**src/rtl/alu_sequencer.sv**
```systemverilog
// alu_sequencer
//   Multi-cycle issue controller in front of the ALU. Accepts one decoded
//   RISC-V OP/OP-IMM instruction, maps opcode/funct3/funct7[5] to an ALU
//   function-select code and sequences the ALU. Shifts run as repeated
//   single-bit ALU passes, the result fed back as operand A.
//
// Ports
//   clk, rst                 clock, async active-high reset
//   in_valid/in_ready        instruction handshake (ready only in IDLE)
//   opcode, funct3, funct7b5 instruction fields
//   rs1_val, rs2_val, imm    operands (imm sign-extended for I-type)
//   fs, alu_a, alu_b         ALU drive; alu_y is the combinational ALU result
//   out_valid/out_ready      result handshake
//   out_result, out_illegal  result and illegal-instruction flag
//
// state | meaning
// IDLE  | waiting for an instruction, in_ready=1
// EXEC  | single ALU pass for non-shift ops
// SHIFT | one single-bit shift pass per cycle, count down to 1
// DONE  | result presented until out_ready
module alu_sequencer #(
   parameter int WIDTH = 32,
   parameter int SHW   = 5
) (
   input  logic             clk,
   input  logic             rst,
   input  logic             in_valid,
   output logic             in_ready,
   input  logic [6:0]       opcode,
   input  logic [2:0]       funct3,
   input  logic             funct7b5,
   input  logic [WIDTH-1:0] rs1_val,
   input  logic [WIDTH-1:0] rs2_val,
   input  logic [11:0]      imm,
   output logic [2:0]       fs,
   output logic [WIDTH-1:0] alu_a,
   output logic [WIDTH-1:0] alu_b,
   input  logic [WIDTH-1:0] alu_y,
   output logic             out_valid,
   input  logic             out_ready,
   output logic [WIDTH-1:0] out_result,
   output logic             out_illegal
);

   localparam logic [6:0] OPC_OP     = 7'b0110011;
   localparam logic [6:0] OPC_OP_IMM = 7'b0010011;

   localparam logic [2:0] FS_ADD = 3'b000;
   localparam logic [2:0] FS_SUB = 3'b001;
   localparam logic [2:0] FS_SRA = 3'b010;
   localparam logic [2:0] FS_SRL = 3'b011;
   localparam logic [2:0] FS_SLL = 3'b100;
   localparam logic [2:0] FS_AND = 3'b101;
   localparam logic [2:0] FS_OR  = 3'b110;

   typedef enum logic [1:0] {IDLE, EXEC, SHIFT, DONE} state_t;

   state_t state_q, state_d;

   logic [2:0]       fs_q;
   logic [WIDTH-1:0] a_q;
   logic [WIDTH-1:0] b_q;
   logic [WIDTH-1:0] result_q;
   logic [SHW-1:0]   count_q;
   logic             illegal_q;

   logic             accept;
   logic             is_r;
   logic             is_i;
   logic             dec_illegal;
   logic             dec_shift;
   logic [2:0]       dec_fs;
   logic [WIDTH-1:0] dec_b;
   logic [SHW-1:0]   dec_shamt;

   assign accept      = in_valid & in_ready;
   assign in_ready    = (state_q == IDLE);
   assign out_valid   = (state_q == DONE);
   assign out_result  = result_q;
   assign out_illegal = illegal_q;

   always_comb begin
      is_r        = (opcode == OPC_OP);
      is_i        = (opcode == OPC_OP_IMM);
      dec_fs      = FS_ADD;
      dec_shift   = 1'b0;
      dec_illegal = 1'b0;
      case (funct3)
         3'b000:  dec_fs = (is_r && funct7b5) ? FS_SUB : FS_ADD;
         3'b001: begin
            dec_fs    = FS_SLL;
            dec_shift = 1'b1;
         end
         3'b101: begin
            dec_fs    = funct7b5 ? FS_SRA : FS_SRL;
            dec_shift = 1'b1;
         end
         3'b111:  dec_fs = FS_AND;
         3'b110:  dec_fs = FS_OR;
         default: dec_illegal = 1'b1;
      endcase
      if (!is_r && !is_i) begin
         dec_illegal = 1'b1;
      end
      dec_b     = is_r ? rs2_val : {{(WIDTH-12){imm[11]}}, imm};
      dec_shamt = is_r ? rs2_val[SHW-1:0] : imm[SHW-1:0];
   end

   always_ff @(posedge clk or posedge rst) begin
      if (rst) begin
         state_q <= IDLE;
      end else begin
         state_q <= state_d;
      end
   end

   always_comb begin
      state_d = state_q;
      fs      = FS_ADD;
      alu_a   = '0;
      alu_b   = '0;
      case (state_q)
         IDLE: begin
            if (accept) begin
               if (dec_illegal) begin
                  state_d = DONE;
               end else if (dec_shift) begin
                  state_d = (dec_shamt == '0) ? DONE : SHIFT;
               end else begin
                  state_d = EXEC;
               end
            end
         end
         EXEC: begin
            fs      = fs_q;
            alu_a   = a_q;
            alu_b   = b_q;
            state_d = DONE;
         end
         SHIFT: begin
            fs    = fs_q;
            alu_a = result_q;
            if (count_q == SHW'(1)) begin
               state_d = DONE;
            end
         end
         DONE: begin
            if (out_ready) begin
               state_d = IDLE;
            end
         end
         default: state_d = IDLE;
      endcase
   end

   always_ff @(posedge clk or posedge rst) begin
      if (rst) begin
         fs_q      <= FS_ADD;
         a_q       <= '0;
         b_q       <= '0;
         result_q  <= '0;
         count_q   <= '0;
         illegal_q <= 1'b0;
      end else begin
         case (state_q)
            IDLE: begin
               if (accept) begin
                  fs_q      <= dec_fs;
                  a_q       <= rs1_val;
                  b_q       <= dec_b;
                  illegal_q <= dec_illegal;
                  // Shifts seed the feedback register with rs1 so a zero
                  // shift amount can go straight to DONE.
                  if (dec_shift && !dec_illegal) begin
                     result_q <= rs1_val;
                     count_q  <= dec_shamt;
                  end else begin
                     result_q <= '0;
                     count_q  <= '0;
                  end
               end
            end
            EXEC: result_q <= alu_y;
            SHIFT: begin
               result_q <= alu_y;
               count_q  <= count_q - SHW'(1);
            end
            default: ;
         endcase
      end
   end

endmodule

```
**config.mk**
```make
export PLATFORM = sky130hd
export DESIGN_NAME = alu_sequencer
export DESIGN_NICKNAME = d
export VERILOG_FILES = /design/src/rtl/alu_sequencer.sv
export SDC_FILE = /design/constraint.sdc
export NUM_CORES = 1
export LEC_CHECK = 0
export ABC_AREA = 1
export BUFFER_PORTS_ARGS = -buffer_cell sky130_fd_sc_hd__buf_2
export CAP_MARGIN = 20
export CORE_UTILIZATION = 53
export DETAILED_ROUTE_END_ITERATION = 6
export PLACE_DENSITY = 0.95
export SLEW_MARGIN = 10
export SYNTH_ARGS = -nofsm -noshare
export SYNTH_HDL_FRONTEND = slang
export SYNTH_SLANG_ARGS = --single-unit
```
**constraint.sdc**
```tcl
create_clock -name clk -period 8.6 [get_ports clk]
set_clock_uncertainty 0.2 [all_clocks]
set_input_delay 0.43 -clock clk [delete_from_list [all_inputs] [get_ports clk]]
set_output_delay 0.43 -clock clk [all_outputs]
set_load 0.005 [all_outputs]
```
==> impl_metrics.toml, run 1 <==
[clock_network]
worstSkewPairLatency_ns = 0.35
tritoncts.num_buffers = 9
clockBufferDepth = 2
ctsHtreeMaxLevel = 3
tritoncts = "done"
clk_pin_slew_ns = 0.11
root_buffer = "clkbuf_8"
post_cts_buffers = 0
cts.sinks = 107

[global_routing]
grt_pass1_vias = 5481
grt_max_degree = 66
grt_pass1_wl_mm = 25.7
antenna_found_initial = 0
grt-ovfl-total = 0
track_usage = 0.288

[route]
vias = 5920
ant_nets = 0
drtIter0Drc = 590
vias_per_cell = 5.38
first_pass_iters = 7
drc = 2
totalWireLength_mm = 15.7
detail_route.wl_per_cell_um = 14.3

[floorplan]
start_util = 0.548
ios = 225
fp.dieH_um = 105
coreArea_um2 = 10300
die_area_um2 = 11100
die_w_um = 105
rows = 37

[layout]
fin_area_um2 = 6990
areaGrowthSynthToFinish_pct = 23.5
layout_common_cells = "nand2_1 (286), buf_2 (224), dfrtp_1 (107)"
n_antenna_cell = 0
drive_gt1_frac = 0.278
nets = 1088
layout_commonest_cell = "nand2_1"

[setup_path]
cp-start-kind = "flip-flop"
crit_path_start = "state_q[1]"
reg2reg_depth = 7
slowest_delay_ns = 0.55
crit_path_top_delay_cell = "ha_2"
setup.worst_path.end = "alu_a[3]"
crit_required_ns = 7.97
setup.worst_path.class = "reg2out"
regToRegEndpoint = "out_result[24]"
crit_chain = "inv_1, ha_2, buf_4, nand2_1, a21oi_1, buf_2"
r2r-start = "state_q[0]"
crit_fanout = 37
end_kind = "output port"
crit_arrival_ns = 2.34
r2r_slack_ns = 5.70

[synth]
yosysSeqAreaShare = 0.473
yosysUniqueCellTypes = 36
ys_top_cells_by_area = "dfrtp_1 (47%), nand2_1 (19%), a21oi_1 (5.9%)"
ys_ff_latch = 107
yosys.area.top_type_share = 0.473
ys.flop_type = "dfrtp_1"
netlist_area_um2 = 5660
ys_warn_count = 0
synthesis.area_per_instance_um2 = 7.40
synth_edf_count = 0
synth_cells = 764
synth_top_area_cell = "dfrtp_1"
syn_nets = 893
synth-async-reset-ratio = 1.00

[timing]
slew_violations = 0
max_slew_margin = 0.481
fmax_mhz = 337
setup_violations = 0
period_share = 0.345
setup-tns-final_ns = 0
hold_violations = 0
period_minus_slack_ns = 2.97
fin_ws_ns = 5.63
rsz0062_at_grt = "false"
worst_pin_slew_ns = 0.776

[placement]
hpwl_mm = 10.8
io_buffer_count = 224
place_area_um2 = 6740
place.gp.congestion = 0.825
dpl_worst_slack_ns = 5.69

[run]
cap_violations = 0

[pwr]
ir_worst_vdd_v = 0.000318
powerDensity_nw_per_um2 = 367
leakagePower_nw = 3.85

[outcome]
status = "finished, violations left"
violations = "design-rule violations"

[worst_hold_path]
hp-class = "in2reg"
-- per-layer routing --
| metal | global-route usage | share of wire | vias up |
|---|---|---|---|
| met5 | 0 | 0 | - |
| met4 | 0.118 | 0.031 | 0 |
| met3 | 0.0402 | 0.068 | 46 |
| met2 | 0.485 | 0.50 | 299 |
| met1 | 0.373 | 0.40 | 2762 |
| li1 | - | - | 2813 |
-- per-stage QoR --
step	power (mW)	std cells	util	hold WS (ns)
4_1_cts	2.56	1099	0.674	0.0692
3_3_place_gp	2.18	1082	0.653	0.262
2_1_floorplan	1.79	764	-	0.249
6_report	2.56	1100	0.677	0.0810
3_5_place_dp	2.24	1082	0.653	0.265
5_1_grt	2.78	1100	0.677	0.0735
-- worst min path at each step --
stage	from	end	slack, ns	cells after the start
6_report	rs1_val[23]	a_q[23]	0.08	3
5_1_grt	rs1_val[23]	a_q[23]	0.07	3
4_1_cts	rs1_val[16]	a_q[16]	0.07	3
3_5_place_dp	a_q[0]	a_q[0]	0.26	2
3_3_place_gp	fs_q[0]	fs_q[0]	0.26	2
2_1_floorplan	a_q[0]	a_q[0]	0.25	2
-- cells in the mapped netlist (2+ instances only) --
cell type  instances
nand2_1          286
nand2_4            2
xor2_1             2
nor2_1            70
dfrtp_1          107
inv_1             61
nand2_2            5
o21ai_0           10
a31oi_1           37
buf_4              5
ha_1               6
buf_1              4
o21ai_1            2
o22ai_1            2
buf_6              2
nand3b_1           2
buf_2             21
inv_2              2
nand3_1           41
clkbuf_1          15
a21oi_1           67
-- where the power goes --
part	internal [mW]	switching [mW]
Sequential	0.759	0.156
Combinational	0.498	0.831
Clock	0.145	0.173
-- sequential cells by signal (all words and copies together), names as in the netlist --
signal,flops
a_q,32
b_q,32
count_q,5
fs_q,3
out_illegal,1
out_result,32
state_q,2
-- critical path: cells and delay by family (launching register included) --
kind	cells	cell delay, ns
buf+inv	3	0.70
fa+ha+maj	1	0.55
flops	1	0.43
compound gates	1	0.16
simple gates	1	0.12
-- cell type report --
class                           count  area (um^2)
Fill cell                         841         3340
Sequential cell                   107         2680
Multi-Input combinational cell    545         2480
Timing Repair Buffer              232         1200
Inverter                           64          248
Tap cell                          136          170
Clock buffer                       10          138
Clock inverter                      6         70.1
-- kinds of logic after synthesis --
family          after synthesis  share of synthesized area
fa+ha+maj                     6                     0.0133
compound gates              126                      0.127
simple gates                411                      0.294
flops                       107                      0.473
buf+inv                     112                     0.0887
xor+xnor                      2                    0.00310
-- timing repair --
item / CTS / global route
gates resized for setup: 0 / 0
hold buffers: 1 / 0
endpoints found under the hold margin: 48 / 0
Power figures use the tool's default switching activity.
==> run 2, diff against run 1 <==
--- a/config.mk
+++ b/config.mk
@@ -8,9 +8,9 @@
 export ABC_AREA = 1
 export BUFFER_PORTS_ARGS = -buffer_cell sky130_fd_sc_hd__buf_2
 export CAP_MARGIN = 20
-export CORE_UTILIZATION = 53
+export CORE_UTILIZATION = 49
 export DETAILED_ROUTE_END_ITERATION = 6
-export PLACE_DENSITY = 0.95
+export PLACE_DENSITY = 0.91
 export SLEW_MARGIN = 10
 export SYNTH_ARGS = -nofsm -noshare
 export SYNTH_HDL_FRONTEND = slang
==> constraint.sdc (replaced) <==
create_clock -name clk -period 2.8 [get_ports clk]
set_clock_uncertainty 0.2 [all_clocks]
set_input_delay 0.14 -clock clk [delete_from_list [all_inputs] [get_ports clk]]
set_output_delay 0.14 -clock clk [all_outputs]
set_load 0.005 [all_outputs]
==> impl_metrics.toml, run 2 (synthesized netlist as in run 1, its figures left out) <==
[outcome]
status = "completed"

[floorplan]
die_w_um = 109
coreArea_um2 = 11000
ios = 225
fp.dieH_um = 109
rows = 38
die_area_um2 = 12000
start_util = 0.513

[clock_network]
ctsHtreeMaxLevel = 3
post_cts_buffers = 0
clk_pin_slew_ns = 0.08
worstSkewPairLatency_ns = 0.33
ctsResizeCount = 0
cts_hold_buf = 107
clockBufferDepth = 2
root_buffer = "clkbuf_16"
tritoncts = "done"
tritoncts.num_buffers = 9
cts.sinks = 107

[route]
drc = 0
drtIter0Drc = 758
vias = 6626
vias_per_cell = 5.44
totalWireLength_mm = 19.5
detail_route.wl_per_cell_um = 16.0
ant_nets = 0
first_pass_iters = 5

[pwr]
leakagePower_nw = 4.36
powerDensity_nw_per_um2 = 1060
p_int_mw = 4.83
ir_worst_vdd_v = 0.000755
power.share.clock = 0.150
power_switching_mw = 3.87
switching_share = 0.444
pwr-share-comb = 0.523
pwr-share-seq = 0.327

[global_routing]
grt-ovfl-total = 0
track_usage = 0.328
grt_pass1_wl_mm = 30.5
antenna_found_initial = 2
grt_max_degree = 108
grt_pass1_vias = 6450

[worst_hold_path]
hp-class = "in2reg"

[setup_path]
cp-start-kind = "flip-flop"
crit_required_ns = 2.46
end_kind = "output port"
setup.worst_path.class = "reg2out"
crit_arrival_ns = 2.13
crit_fanout = 40

[run]
cap_violations = 0

[layout]
nets = 1199
areaGrowthSynthToFinish_pct = 45.5
multiInputGateArea_um2 = 2480
n_fill_cell = 758
layout_common_cells = "nand2_1 (286), buf_2 (224), dfrtp_1 (107), dlygate4sd3_1 (107), nor2_1 (70)"
layout_commonest_cell = "nand2_1"
drive_gt1_frac = 0.254
regArea_um2 = 2680

[timing]
slew_violations = 0
fmax_mhz = 405
fin_ws_ns = 0.333
hold_violations = 0
period_share = 0.881
setup_violations = 0
rsz0062_at_grt = "false"
period_minus_slack_ns = 2.47
setup-tns-final_ns = 0
worst_pin_slew_ns = 0.651
max_slew_margin = 0.565

[placement]
io_buffer_count = 224
hpwl_mm = 11.1
place.gp.congestion = 0.813
dpl_worst_slack_ns = 0.784
## run 2: cell count changes in the layout (fill, tap and decap cells not counted)
cell           delta
inv_8             +2
buf_12            +4
diode_2           +2
dlygate4sd3_1   +106
clkinvlp_4        +1
clkbuf_8         -10
inv_4             -1
buf_16            -1
inv_6             -1
buf_4             +2
clkbuf_16         +9
## run 2: metal layers
layer	global-route usage	vias to the layer above	wire (um)
met5	0	-	0
met4	0.190	0	994
met3	0.0682	102	1420
met2	0.568	414	9890
met1	0.376	3072	7190
li1	-	3038	-
## run 2: path summary, 6_finish.rpt
check	start	end	slack, ns	cells after the start
setup reg to reg	state_q[0]	b_q[10]	0.46	7
min in group asynchronous	rst	b_q[23]	0.26	4
hold reg to reg	a_q[21]	a_q[21]	0.29	2
hold / removal	rs2_val[4]	b_q[4]	0.04	5
setup / recovery	state_q[1]	alu_a[6]	0.33	6
max in group asynchronous	rst	b_q[2]	1.60	4
## run 2: critical path: stages, from the launching register on
cell and delay, ns:
dfrtp_1 0.42, inv_1 0.10, ha_2 0.54, buf_12 0.28
nand2_1 0.09, a21oi_1 0.21, buf_2 0.16
## run 2: through the flow
| stage | instances | hold slack, ns | instance area, um^2 | power, mW | utilization |
|---|---|---|---|---|---|
| after floorplan | 764 | 0.0496 | 5660 | 5.49 | - |
| after detailed placement | 1092 | 0.154 | 6840 | 7.00 | 0.620 |
| final | 1217 | 0.0426 | 8230 | 8.70 | 0.746 |
| after global placement | 1092 | 0.150 | 6840 | 6.84 | 0.620 |
| after CTS | 1215 | 0.0278 | 8220 | 8.51 | 0.745 |
| after global routing | 1217 | 0.0560 | 8230 | 9.39 | 0.746 |
## run 2: final cells by class
cell class,instances,share of cell area
Timing Repair Buffer,343,0.283
Inverter,64,0.0303
Tap cell,140,0.0213
Multi-Input combinational cell,545,0.301
Clock inverter,7,0.0102
Sequential cell,107,0.325
Clock buffer,9,0.0274
Antenna cell,2,0.000608
## run 2: power by group through the flow
| stage | Combinational [mW] | Clock, mW | Sequential [mW] |
|---|---|---|---|
| 5_1_grt | 5.07 | 1.39 | 2.92 |
| 4_1_cts | 4.38 | 1.32 | 2.81 |
| 3_5_place_dp | 4.17 | 0 | 2.83 |
| 2_1_floorplan | 2.74 | 0 | 2.75 |
| 3_3_place_gp | 4.04 | 0 | 2.80 |
| 6_report | 4.55 | 1.31 | 2.84 |
==> run 3, diff against run 2 <==
--- a/config.mk
+++ b/config.mk
@@ -8,6 +8,7 @@
 export ABC_AREA = 1
 export BUFFER_PORTS_ARGS = -buffer_cell sky130_fd_sc_hd__buf_2
 export CAP_MARGIN = 20
+export CORE_MARGIN = 2
 export CORE_UTILIZATION = 49
 export DETAILED_ROUTE_END_ITERATION = 6
 export PLACE_DENSITY = 0.91
==> impl_metrics.toml, run 3 (synthesized netlist as in run 1, its figures left out) <==
[route]
first_pass_iters = 6
vias = 6600
detail_route.wl_per_cell_um = 15.8
drtIter0Drc = 755
vias_per_cell = 5.41
ant_nets = 0
drc = 0
totalWireLength_mm = 19.2

[setup_path]
cp_num_cells = 8
crit_required_ns = 2.87
crit_arrival_ns = 2.55
crit_path_start = "state_q[0]"
setup.worst_path.end = "fs_q[2]"
critPathTopFamily = "buffers and inverters"
slowest_delay_ns = 0.56
crit_path_top_delay_cell = "dlygate4sd3_1"
r2r-start = "state_q[0]"
r2r_slack_ns = 0.32
crit_fanout = 64
reg2reg_depth = 8
setup.worst_path.class = "reg2reg"
regToRegEndpoint = "fs_q[2]"
timing.critical_path.buf_inv = 4
end_kind = "flip-flop"
crit_chain = "inv_1, ha_1, nand2_4, inv_2, buf_12, nor2_1, a31oi_1, dlygate4sd3_1"
cp-start-kind = "flip-flop"

[global_routing]
antenna_found_initial = 0
grt_pass1_wl_mm = 31.6
track_usage = 0.311
grt_pass1_vias = 6675
grt-ovfl-total = 0
grt_max_degree = 65

[outcome]
status = "completed"

[clock_network]
cts.sinks = 107
root_buffer = "clkbuf_16"
ctsHtreeMaxLevel = 3
post_cts_buffers = 0
clockBufferDepth = 2
ctsResizeCount = 0
tritoncts.num_buffers = 9
clk_pin_slew_ns = 0.07
tritoncts = "done"
worstSkewPairLatency_ns = 0.33

[run]
cap_violations = 0

[timing]
slew_violations = 0
fin_hold_ws_ns = 0.0186
worst_pin_slew_ns = 0.684
period_share = 0.887
setup-tns-final_ns = 0
setup_violations = 0
rsz0062_at_grt = "false"
fmax_mhz = 402
fin_ws_ns = 0.315
max_slew_margin = 0.544
period_minus_slack_ns = 2.48
hold_violations = 0

[layout]
n_fill_cell = 813
final_util = 0.724
layout_common_cells = "nand2_1 (286), buf_2 (224), dfrtp_1 (107), dlygate4sd3_1 (107), nor2_1 (70)"
drive_gt1_frac = 0.255
areaGrowthSynthToFinish_pct = 44.9
n_antenna_cell = 0
nets = 1200
layout_commonest_cell = "nand2_1"
fin_cells = 1219

[placement]
placed_cells = 1096
hpwl_mm = 11.1
io_buffer_count = 224
place.gp.congestion = 0.859
dpl_worst_slack_ns = 0.811

[floorplan]
coreArea_um2 = 11300
die_area_um2 = 12400
die_w_um = 111
rows = 39
start_util = 0.500
fp.dieH_um = 111
ios = 225

[pwr]
powerDensity_nw_per_um2 = 1050
leakagePower_nw = 4.35
ir_worst_vdd_v = 0.000708

[worst_hold_path]
hp-class = "in2reg"
==> run 3: changes by cell type in the layout (fill, tap and decap cells not counted), sizes merged <==
cell    previous run  this run
buf              236       237
diode              2         0
clkbuf             9        10
bufinv             1         0
==> run 3: worst min path at each step <==
stage,from,to,slack [ns],depth (start not counted)
final,imm[2],b_q[2],0.02,5
after global routing,rst,b_q[25],0.04,3
after CTS,rst,b_q[25],0.007,3
after detailed placement,rst,b_q[25],-0.18,2
after global placement,rst,b_q[25],-0.18,2
after floorplan,rs1_val[0],a_q[0],0.05,2
==> run 3: power breakdown <==
group	switching [mW]	leakage, nW	internal, mW
clock network	0.587	0.144	0.637
registers	0.504	1.28	2.34
logic	2.78	2.93	1.80
total	3.87	4.35	4.77
==> run 3: per-layer routing <==
metal  vias up  GRT usage  routed length, um
met1      3041      0.373               7160
met3       120     0.0430               1270
met4         0      0.190               1180
met5         -          0                  0
li1       3039          -                  -
met2       400      0.532               9610
==> run 3: layout make-up <==
| type | instances | area [um^2] | area share |
|---|---|---|---|
| clock buffer | 10 | 239 | 0.0292 |
| multi-input combinational | 545 | 2480 | 0.302 |
| inverter | 64 | 249 | 0.0304 |
| timing repair buffer | 344 | 2330 | 0.284 |
| tap | 143 | 179 | 0.0218 |
| clock inverter | 6 | 45.0 | 0.00550 |
| sequential | 107 | 2680 | 0.327 |
==> run 3: repair_timing <==
item,CTS,global route
setup endpoints to repair,0,0
endpoints found under the hold margin,206,0
hold buffers,107,0
==> run 3: worst min-delay path: cells and delay by family <==
| family | cells | cell delay (ns) |
|---|---|---|
| buffers and inverters | 2 | 0.14 |
| and+or+nand+nor | 2 | 0.13 |
| AOI/OAI and AO/OA | 1 | 0.08 |
==> run 3: metrics by stage <==
| step | instance area, um^2 | total power [mW] |
|---|---|---|
| after global placement | 6840 | 6.86 |
| after global routing | 8200 | 9.30 |
| after detailed placement | 6840 | 7.03 |
| after CTS | 8200 | 8.44 |
| after floorplan | 5660 | 5.49 |
| final | 8200 | 8.64 |
